===== src/rtl/pipe_stage_reg_if.sv =====
// -----------------------------------------------------------------------------
// pipe_stage_reg_if
// Handshake bundle between two adjacent pipeline stages, as seen by one
// pipe_stage_reg instance.
//   in_valid/in_ready/in_data/in_ctrl      upstream side (producer -> stage)
//   out_valid/out_ready/out_data/out_ctrl  downstream side (stage -> consumer)
// Modports:
//   master : the surrounding logic (drives upstream payload and out_ready)
//   slave  : the stage register itself
// -----------------------------------------------------------------------------
interface pipe_stage_reg_if #(
  parameter int DATA_W = 97,
  parameter int CTRL_W = 7
) ();
  logic              in_valid;
  logic              in_ready;
  logic [DATA_W-1:0] in_data;
  logic [CTRL_W-1:0] in_ctrl;
  logic              out_valid;
  logic              out_ready;
  logic [DATA_W-1:0] out_data;
  logic [CTRL_W-1:0] out_ctrl;

  modport master (
    output in_valid, in_data, in_ctrl, out_ready,
    input  in_ready, out_valid, out_data, out_ctrl
  );

  modport slave (
    input  in_valid, in_data, in_ctrl, out_ready,
    output in_ready, out_valid, out_data, out_ctrl
  );
endinterface


===== src/rtl/pipe_stage_reg.sv =====
// -----------------------------------------------------------------------------
// pipe_stage_reg
// Generic pipeline stage register carrying one data bus and one control bus
// with a valid/ready handshake, synchronous flush, control zeroing on every
// invalidated entry and a saturating stall counter.
//
// Build option: define PIPE_STAGE_SKID_EN to add a second (skid) entry and a
// registered in_ready. Without it the stage holds a single entry and in_ready
// is combinational (!out_valid || out_ready).
//
// Ports:
//   clk        clock, all state on the rising edge
//   reset      asynchronous, active-high reset
//   bus        pipe_stage_reg_if.slave (upstream + downstream handshake)
//   flush      synchronous kill of every held entry (wins over accept/release)
//   occupancy  number of entries held (0..2, 0..1 without the skid entry)
//   stall_cnt  cycles with out_valid && !out_ready, saturating, reset-only clear
// -----------------------------------------------------------------------------
module pipe_stage_reg #(
  parameter int DATA_W = 97,
  parameter int CTRL_W = 7,
  parameter int CNT_W  = 16
) (
  input  logic             clk,
  input  logic             reset,
  pipe_stage_reg_if.slave  bus,
  input  logic             flush,
  output logic [1:0]       occupancy,
  output logic [CNT_W-1:0] stall_cnt
);

  // State encoding equals the entry count, so occupancy is the state itself.
  localparam logic [1:0] EMPTY = 2'd0;
  localparam logic [1:0] FULL  = 2'd1;
  localparam logic [1:0] SKID  = 2'd2;

  logic [1:0]        state;
  logic [DATA_W-1:0] main_data;
  logic [CTRL_W-1:0] main_ctrl;
`ifdef PIPE_STAGE_SKID_EN
  logic [DATA_W-1:0] skid_data;
  logic [CTRL_W-1:0] skid_ctrl;
`endif

  logic accept;
  logic retire;

  assign accept = bus.in_valid && bus.in_ready;
  assign retire = bus.out_valid && bus.out_ready;

`ifdef PIPE_STAGE_SKID_EN
  // Derived only from the state register: no path from out_ready to in_ready.
  assign bus.in_ready = !reset && (state != SKID);
`else
  assign bus.in_ready = !reset && ((state == EMPTY) || bus.out_ready);
`endif

  assign bus.out_valid = (state != EMPTY);
  assign bus.out_data  = main_data;
  // main_ctrl is zeroed whenever the head is invalidated, so it is already
  // all-zero whenever out_valid is low.
  assign bus.out_ctrl  = main_ctrl;
  assign occupancy     = state;

  // NOTE: the payload registers are reset too, because out_data must read 0
  // after reset; they are plain flops, not a RAM, so this is cheap and legal.
  // NOTE: all state here uses non-blocking assignments so every register
  // samples the pre-edge values, regardless of statement order.
  always_ff @(posedge clk or posedge reset) begin
    if (reset) begin
      state     <= EMPTY;
      main_data <= '0;
      main_ctrl <= '0;
`ifdef PIPE_STAGE_SKID_EN
      skid_data <= '0;
      skid_ctrl <= '0;
`endif
    end else if (flush) begin
      // Data keeps its last value; only control is cleared so a bubble can
      // never trigger RegWrite/MemWrite downstream.
      state     <= EMPTY;
      main_ctrl <= '0;
`ifdef PIPE_STAGE_SKID_EN
      skid_ctrl <= '0;
`endif
    end else begin
      case (state)
        EMPTY: begin
          if (accept) begin
            state     <= FULL;
            main_data <= bus.in_data;
            main_ctrl <= bus.in_ctrl;
          end
        end
        FULL: begin
          if (accept && retire) begin
            main_data <= bus.in_data;
            main_ctrl <= bus.in_ctrl;
          end else if (accept) begin
`ifdef PIPE_STAGE_SKID_EN
            // Head is stalled: park the newcomer behind it.
            state     <= SKID;
            skid_data <= bus.in_data;
            skid_ctrl <= bus.in_ctrl;
`endif
          end else if (retire) begin
            state     <= EMPTY;
            main_ctrl <= '0;
          end
        end
        SKID: begin
`ifdef PIPE_STAGE_SKID_EN
          if (retire) begin
            state     <= FULL;
            main_data <= skid_data;
            main_ctrl <= skid_ctrl;
            skid_ctrl <= '0;
          end
`else
          state <= EMPTY;
`endif
        end
        default: begin
          state     <= EMPTY;
          main_ctrl <= '0;
        end
      endcase
    end
  end

  // Counts every stalled head cycle, including flush cycles.
  always_ff @(posedge clk or posedge reset) begin
    if (reset) begin
      stall_cnt <= '0;
    end else if (bus.out_valid && !bus.out_ready && (stall_cnt != '1)) begin
      stall_cnt <= stall_cnt + CNT_W'(1);
    end
  end

endmodule


===== src/flat_wrapper.sv =====
// flat-port wrapper written by rule: the top's interface ports become plain ports
module pipe_stage_reg_flat 
#(
  parameter int DATA_W = 97,
  parameter int CTRL_W = 7,
  parameter int CNT_W  = 16
)
  (clk, reset, flush, occupancy, stall_cnt, bus_in_valid, bus_in_data, bus_in_ctrl, bus_out_ready, bus_in_ready, bus_out_valid, bus_out_data, bus_out_ctrl);
  pipe_stage_reg_if #(.DATA_W(DATA_W), .CTRL_W(CTRL_W)) bus_i ();
  input  logic clk;
  input  logic reset;
  input  logic flush;
  output logic [1:0] occupancy;
  output logic [CNT_W-1:0] stall_cnt;
  input wire logic [$bits(bus_i.in_valid)-1:0] bus_in_valid;
  input wire logic [$bits(bus_i.in_data)-1:0] bus_in_data;
  input wire logic [$bits(bus_i.in_ctrl)-1:0] bus_in_ctrl;
  input wire logic [$bits(bus_i.out_ready)-1:0] bus_out_ready;
  output wire logic [$bits(bus_i.in_ready)-1:0] bus_in_ready;
  output wire logic [$bits(bus_i.out_valid)-1:0] bus_out_valid;
  output wire logic [$bits(bus_i.out_data)-1:0] bus_out_data;
  output wire logic [$bits(bus_i.out_ctrl)-1:0] bus_out_ctrl;
  assign bus_i.in_valid = bus_in_valid;
  assign bus_i.in_data = bus_in_data;
  assign bus_i.in_ctrl = bus_in_ctrl;
  assign bus_i.out_ready = bus_out_ready;
  assign bus_in_ready = bus_i.in_ready;
  assign bus_out_valid = bus_i.out_valid;
  assign bus_out_data = bus_i.out_data;
  assign bus_out_ctrl = bus_i.out_ctrl;
  pipe_stage_reg #(.DATA_W(DATA_W), .CTRL_W(CTRL_W), .CNT_W(CNT_W)) u_core (.clk(clk), .reset(reset), .bus(bus_i), .flush(flush), .occupancy(occupancy), .stall_cnt(stall_cnt));
endmodule

===== config.mk =====
export PLATFORM = sky130hd
export DESIGN_NAME = pipe_stage_reg_flat
export DESIGN_NICKNAME = d
export VERILOG_FILES = /design/src/rtl/pipe_stage_reg_if.sv /design/src/rtl/pipe_stage_reg.sv /design/src/flat_wrapper.sv
export SDC_FILE = /design/constraint.sdc
export NUM_CORES = 1
export LEC_CHECK = 0
export CORE_MARGIN = 2
export CORE_UTILIZATION = 44
export DETAILED_ROUTE_END_ITERATION = 10
export GPL_TIMING_DRIVEN = 0
export HOLD_SLACK_MARGIN = 0.15
export PLACE_DENSITY = 0.86
export SYNTH_ARGS = -nofsm -noshare
export SYNTH_HDL_FRONTEND = slang
export SYNTH_SLANG_ARGS = --single-unit

===== constraint.sdc =====
create_clock -name clk -period 5.5 [get_ports clk]
set_input_delay 0.55 -clock clk [delete_from_list [all_inputs] [get_ports clk]]
set_output_delay 0.55 -clock clk [all_outputs]
set_load 0.005 [all_outputs]

==> results of run 1 <==
==> critical path, cell delays in order <==
cell,delay [ps]
clkdlybuf4s50_1,470
and2b_1,260
nor2_1,120
clkdlybuf4s50_1,510
==> logic make-up after synthesis <==
family,share of synthesized area (%)
flip-flops,64.0
multiplexers,23.6
AND/OR/NAND/NOR,5.39
AO/OA/AOI/OAI,2.62
buffers and inverters,2.01
XOR/XNOR,2.04
adder cells (fa/ha/maj),0.264
other,0.0792
==> registers in the layout (all words and copies together), names as in the netlist <==
register and count:
u_core.bus.out_ctrl 7, u_core.bus.out_data 97, u_core.occupancy 1, u_core.stall_cnt 16
==> metrics by stage <==
step / hold WS [ps] / power [mW]
after floorplan: 483 / 1.36
after global placement: 469 / 1.82
after detailed placement: 474 / 1.85
after CTS: 487 / 3.06
after global routing: 502 / 3.16
final: 486 / 3.03
==> final cells by class <==
type,count,area [µm²]
sequential,121,3030
buffer,13,87.6
clock inverter,13,218
tap,136,170
timing repair buffer,232,2340
multi-input combinational,169,1610
fill,679,2470
inverter,2,12.5
clock buffer,19,432
==> power by group through the flow <==
stage	clock network (mW)	registers, mW	logic, mW
after floorplan	0	1.17	0.191
after global placement	0	1.16	0.659
after detailed placement	0	1.17	0.678
after CTS	1.22	1.16	0.683
after global routing	1.27	1.18	0.717
final	1.20	1.15	0.671
==> layer usage <==
| metal | wire (µm) | vias to the layer above | track usage [%] |
|---|---|---|---|
| li1 | - | 1591 | - |
| met1 | 4440 | 1698 | 22.2 |
| met2 | 6610 | 146 | 39.3 |
| met3 | 1050 | 24 | 8.66 |
| met4 | 319 | 0 | 8.06 |
| met5 | 0 | - | 0 |
==> worst min-delay path by stage <==
stage / start / end / slack, ps
after global routing: u_core.bus.out_data[42]$_DFFE_PP0P_ / u_core.bus.out_data[42]$_DFFE_PP0P_ / 500
final: u_core.bus.out_data[42]$_DFFE_PP0P_ / u_core.bus.out_data[42]$_DFFE_PP0P_ / 490
after detailed placement: u_core.bus.out_data[42]$_DFFE_PP0P_ / u_core.bus.out_data[42]$_DFFE_PP0P_ / 470
after floorplan: u_core.bus.out_data[42]$_DFFE_PP0P_ / u_core.bus.out_data[42]$_DFFE_PP0P_ / 480
after CTS: u_core.bus.out_data[42]$_DFFE_PP0P_ / u_core.bus.out_data[42]$_DFFE_PP0P_ / 490
after global placement: u_core.bus.out_data[90]$_DFFE_PP0P_ / u_core.bus.out_data[90]$_DFFE_PP0P_ / 470
==> cell usage in the layout, fill, tap and decap left out, drive strengths merged <==
cell type	n
buf	14
nand2b	3
a22o	7
clkdlybuf4s50	231
or2	2
conb	1
o41ai	1
xnor2	7
nand3	5
and2b	1
xor2	4
a21oi	6
clkbuf	19
dfrtp	121
nand2	5
bufinv	5
nor4	1
and3	2
and4	1
nand4	6
clkinv	4
ha	1
nor2	9
nor3	5
clkinvlp	2
inv	4
mux2	99
and4b	1
nand4b	1
o21ai	1
==> metrics.cfg, run 1 <==
[outcome]
status=completed

[sta]
fin_setup_tns_ps=0
slew_headroom_pct=55.2
fin_ws_ps=3050
finalCriticalPeriod_ps=2450
rsz0062_at_grt=no
fmax_mhz=408
tightestPinTransition_ps=672
slew_viol_final=0
period_share_pct=44.6
setup_viol=0
fin_skew_ps=5.60
hold_viol_final=0

[global_routing]
grt_pass1_wl_um=19200
antenna_found_initial=0
grt_pass1_vias=3830
grt-ovfl-total=0
grt_start_max_net_pins=66
groute.usage.overall_pct=21.6

[detailed_routing]
vias=3459
drtIter0Drc=118
wl_per_cell_um=17.6
routed_wirelength_um=12400
postRouteAntennaNets=0
viasPerCell=4.91
drcViolationCount=0
firstDrtPassIters=4

[synthesis]
synth_most_common_cell=dfrtp_1
synth_ff_type=dfrtp_1
synth_top_area_share_pct=64.0
syn_area_um2=4730
synth_edf_count=0
syn_area_per_cell_um2=15.5
synth_common_cells=dfrtp_1 (121), mux2_2 (93), buf_4 (9), nor2_1 (9)
synth_top_area_cell=dfrtp_1
synth_warnings=0
synthDistinctLibCells=30
ys_seq_area_share_pct=64.0
syn-num-nets=415
ys_ff_latch=121
synth-async-reset-ratio_pct=100
synthesis.instances=305
synthTopCellsByArea=dfrtp_1 (64%), mux2_2 (22%), buf_4 (1.4%), a22o_1 (1.3%), xnor2_1 (1.3%)

[placement]
post-place-ws_ps=2700
dp_hpwl_um=9330
dp_cells=673
port_buffers=231
gp_congestion=0.820
place_area_um2=7250

[floorplanning]
die_area_um2=11600
die_w_um=108
start_util_pct=45.6
rows=37
die_h_um=108
ios=233
core_um2=10400

[cells_and_area]
nets=666
fin_area_um2=7900
syn2layout_area_growth_pct=66.9
antenna-diode-count=0
post-route-util_pct=76.2
fin_cells=705
layout-drive-gt1-share_pct=26.0

[power]
switchingPower_mw=0.701
p_clk_share_pct=39.8
swShare_pct=23.2
p_comb_share_pct=22.2
power.density_nw_per_um2=384
seqPwrFrac_pct=38.1
p_leak_nw=3.32
max-vdd-ir-drop_v=0.000208
internal_power_mw=2.33

[clock_network]
clk_pin_slew_ps=60
cts_setup_buffers=0
htreeDepth=4
cts.hold.buffers_added=0
cts_tree=done
clockBufferDepth=2
cts_num_sinks=121
cts_buffers=17
clk_latency_ps=490
post_cts_resized=0
root_buffer=clkbuf_8

[worst_setup_path]
cp.arrival_ps=1900
critical_path.reg2reg.endpoint=u_core.bus.out_data[29]$_DFFE_PP0P_
critical_path_required_ps=4950
startpoint_type=primary input
r2r_slack_ps=3400
crit_start=bus_out_ready
endpoint_kind=output port
endpoint=bus_in_ready
critPathMaxFanout=4
path_class=primary input to output port
timing.rr.start=u_core.occupancy[0]$_DFFE_PP0P_
r2r_cells=5

[hold_path]
whs_path_depth=1
hold_class=register to register

[flow_run]
drv_cap=0

Power figures use the tool's default switching activity.
==> inputs of run 2 (changes only) <==
CORE_UTILIZATION = 36   (was 44)
PLACE_DENSITY = 0.76   (was 0.86)
clock period = 2 ns   (was 5.5 ns; I/O delays follow)
==> run 2 against run 1 <==
Sequential share of layout area about the same. Clock-buffer cell count up 7. Register-to-register slack worse by 3200 ps. Largest power group is now sequential cells. Critical path type is now register to output port. Clock power up 120%. Non-clock buffer count up 6. Die area up 21%. Sequential cell count unchanged. Critical path depth down 1. Total power rose to 2.5 times the previous value.
==> metrics.cfg, run 2 (synthesized netlist as in run 1, its figures left out) <==
[sta]
fin_skew_ps=12.9  ; +7.25 ps
fin_setup_tns_ps=0  ; unchanged
period_share_pct=96.8
hold_viol_final=0  ; unchanged
slew_viol_final=0  ; unchanged
setup_viol=0  ; unchanged
finalCriticalPeriod_ps=1940
fmax_mhz=516
tightestPinTransition_ps=714  ; +42.3 ps
rsz0062_at_grt=no
slew_headroom_pct=52.3  ; -2.9 points

[global_routing]
grt_start_max_net_pins=45  ; -32%
grt_pass1_vias=3756  ; -1.9%
antenna_found_initial=0  ; unchanged
grt_pass1_wl_um=19700  ; +2.8%
grt-ovfl-total=0  ; unchanged
groute.usage.overall_pct=18.0  ; -3.6 points

[placement]
gp_congestion=0.736  ; -10%
port_buffers=231  ; unchanged
dp_cells=711  ; +5.6%
dp_hpwl_um=9300  ; -0.30%

[cells_and_area]
fill_cells=1020  ; +50%
antenna-diode-count=0  ; unchanged
mostFrequentLayoutCell=clkdlybuf4s50_1
final_cell_mix=clkdlybuf4s50_1 (231), dfrtp_1 (121), mux2_2 (93)
syn2layout_area_growth_pct=66.8  ; about the same
layout-drive-gt1-share_pct=26.0  ; +0.038 points
nets=672  ; +0.90%
fin_cells=744  ; +5.5%
largest_reg_flops=97  ; unchanged

[worst_setup_path]
cp.arrival_ps=1740  ; -160 ps
path_cells=and2b_2 -> nor2_1 -> clkdlybuf4s50_1
crit_start=u_core.occupancy[0]$_DFFE_PP0P_
endpoint_kind=output port
timing.rr.start=u_core.occupancy[0]$_DFFE_PP0P_
crit_buf_inv=1  ; -1
r2r_cells=5  ; unchanged
cp_top_family=buffers and inverters
crit_path_max_incr_delay_ps=510  ; about the same
critical_path_required_ps=1800  ; -3150 ps
startpoint_type=register
path_class=register to output port
slowest_stage=clkdlybuf4s50_1
critPathMaxFanout=5  ; +1
crit_cells=3  ; -1

[clock_network]
root_buffer=clkbuf_16
cts_num_sinks=121  ; unchanged
clockBufferDepth=2  ; unchanged
clk_latency_ps=410  ; -80 ps
htreeDepth=4  ; unchanged
cts_tree=done
cts_buffers=17  ; unchanged
clk_pin_slew_ps=50  ; about the same

[power]
power.density_nw_per_um2=975  ; +150%
swShare_pct=22.9  ; -0.22 points
p_clk_share_pct=34.9  ; -4.9 points
max-vdd-ir-drop_v=0.000541  ; +160%
finalPower_mw=7.70  ; +150%
switchingPower_mw=1.77  ; +150%
p_comb_share_pct=24.0  ; +1.8 points
internal_power_mw=5.93  ; +150%
p_leak_nw=3.31  ; -0.46%
seqPwrFrac_pct=41.1  ; +3.0 points

[detailed_routing]
drt-met1-wl_um=4700  ; +5.9%
dr_wl_met2_um=6260  ; -5.3%
drtIter0Drc=82  ; -31%
highest_layer=met4
postRouteAntennaNets=0  ; unchanged
viasPerCell=4.67  ; -4.9%
firstDrtPassIters=4  ; unchanged
routed_wirelength_um=12200  ; -1.5%
wl_per_cell_um=16.4  ; -6.7%
met3WireLength_um=1070  ; +2.0%
vias=3473  ; +0.40%
drcViolationCount=0  ; unchanged

[hold_path]
hold_class=primary input to async pin

[outcome]
status=completed

[flow_run]
drv_cap=0  ; unchanged

[floorplanning]
start_util_pct=37.2  ; -8.4 points
rows=41  ; +11%
die_h_um=119  ; +10%
core_um2=12700  ; +23%
die_w_um=119  ; +10%
ios=233  ; unchanged
die_area_um2=14100  ; +21%

run 2: changes by cell type in the layout (fill, tap and decap cells not counted), moves of 2 or more:
cell,change
buf_12,+2
buf_4,+4
bufinv_16,-5
clkbuf_1,+3
clkbuf_8,+3
clkinv_2,+3
clkinv_4,-4
inv_6,-3
run 2: worst register-to-register path, cell delays in order (launching register included):
cell and delay (ps):
dfrtp_1 410, and2b_2 280, nor3_4 220, buf_4 230, buf_4 220, mux2_2 360
run 2: layout make-up:
| class | count | area, µm² | area share (%) |
|---|---|---|---|
| Clock buffer | 26 | 509 | 6.45 |
| Inverter | 2 | 11.3 | 0.143 |
| Timing Repair Buffer | 238 | 2410 | 30.5 |
| Tap cell | 172 | 215 | 2.73 |
| Multi-Input combinational cell | 169 | 1620 | 20.5 |
| Buffer | 13 | 87.6 | 1.11 |
| Sequential cell | 121 | 3030 | 38.4 |
| Clock inverter | 3 | 15.0 | 0.190 |
run 2: path summary, 6_finish.rpt:
check	endpoint	slack, ps
setup reg to reg	u_core.bus.out_data[15]$_DFFE_PP0P_	160
hold reg to reg	u_core.bus.out_data[43]$_DFFE_PP0P_	480
setup / recovery	bus_in_ready	60
hold / removal	u_core.stall_cnt[15]$_DFFE_PP0P_	310
max in group asynchronous	u_core.bus.out_data[50]$_DFFE_PP0P_	1050
min in group clk	u_core.bus.out_data[92]$_DFFE_PP0P_	390
run 2: power by group through the flow:
stage / logic, mW / registers (mW) / clock network (mW)
after global routing: 1.97 / 3.23 / 2.90
after global placement: 1.82 / 3.18 / 0
after floorplan: 0.526 / 3.23 / 0
after detailed placement: 1.86 / 3.21 / 0
after CTS: 1.88 / 3.17 / 2.75
final: 1.85 / 3.17 / 2.69
run 2: timing repair:
item	CTS	global route
setup endpoints to repair	63	60
buffers inserted	0	4
hold buffers	0	0
pin swaps	1	2
gates resized for setup	1	1
run 2: metal layers:
layer / track usage, % / vias to the layer above
li1: - / 1603
met1: 19.4 / 1699
met4: 6.85 / 0
met5: 0 / -
met3: 8.01 / 20
met2: 31.0 / 151
run 2: metrics by stage:
step	hold WS, ps	setup WS, ps	cell area (µm²)	utilization (%)
3_5_place_dp	476	-430	7330	57.6
2_1_floorplan	263	219	4740	-
3_3_place_gp	472	-815	7260	57.1
6_report	305	63.0	7890	62.0
5_1_grt	350	6.88	7890	62.0
4_1_cts	316	0.587	7860	61.8
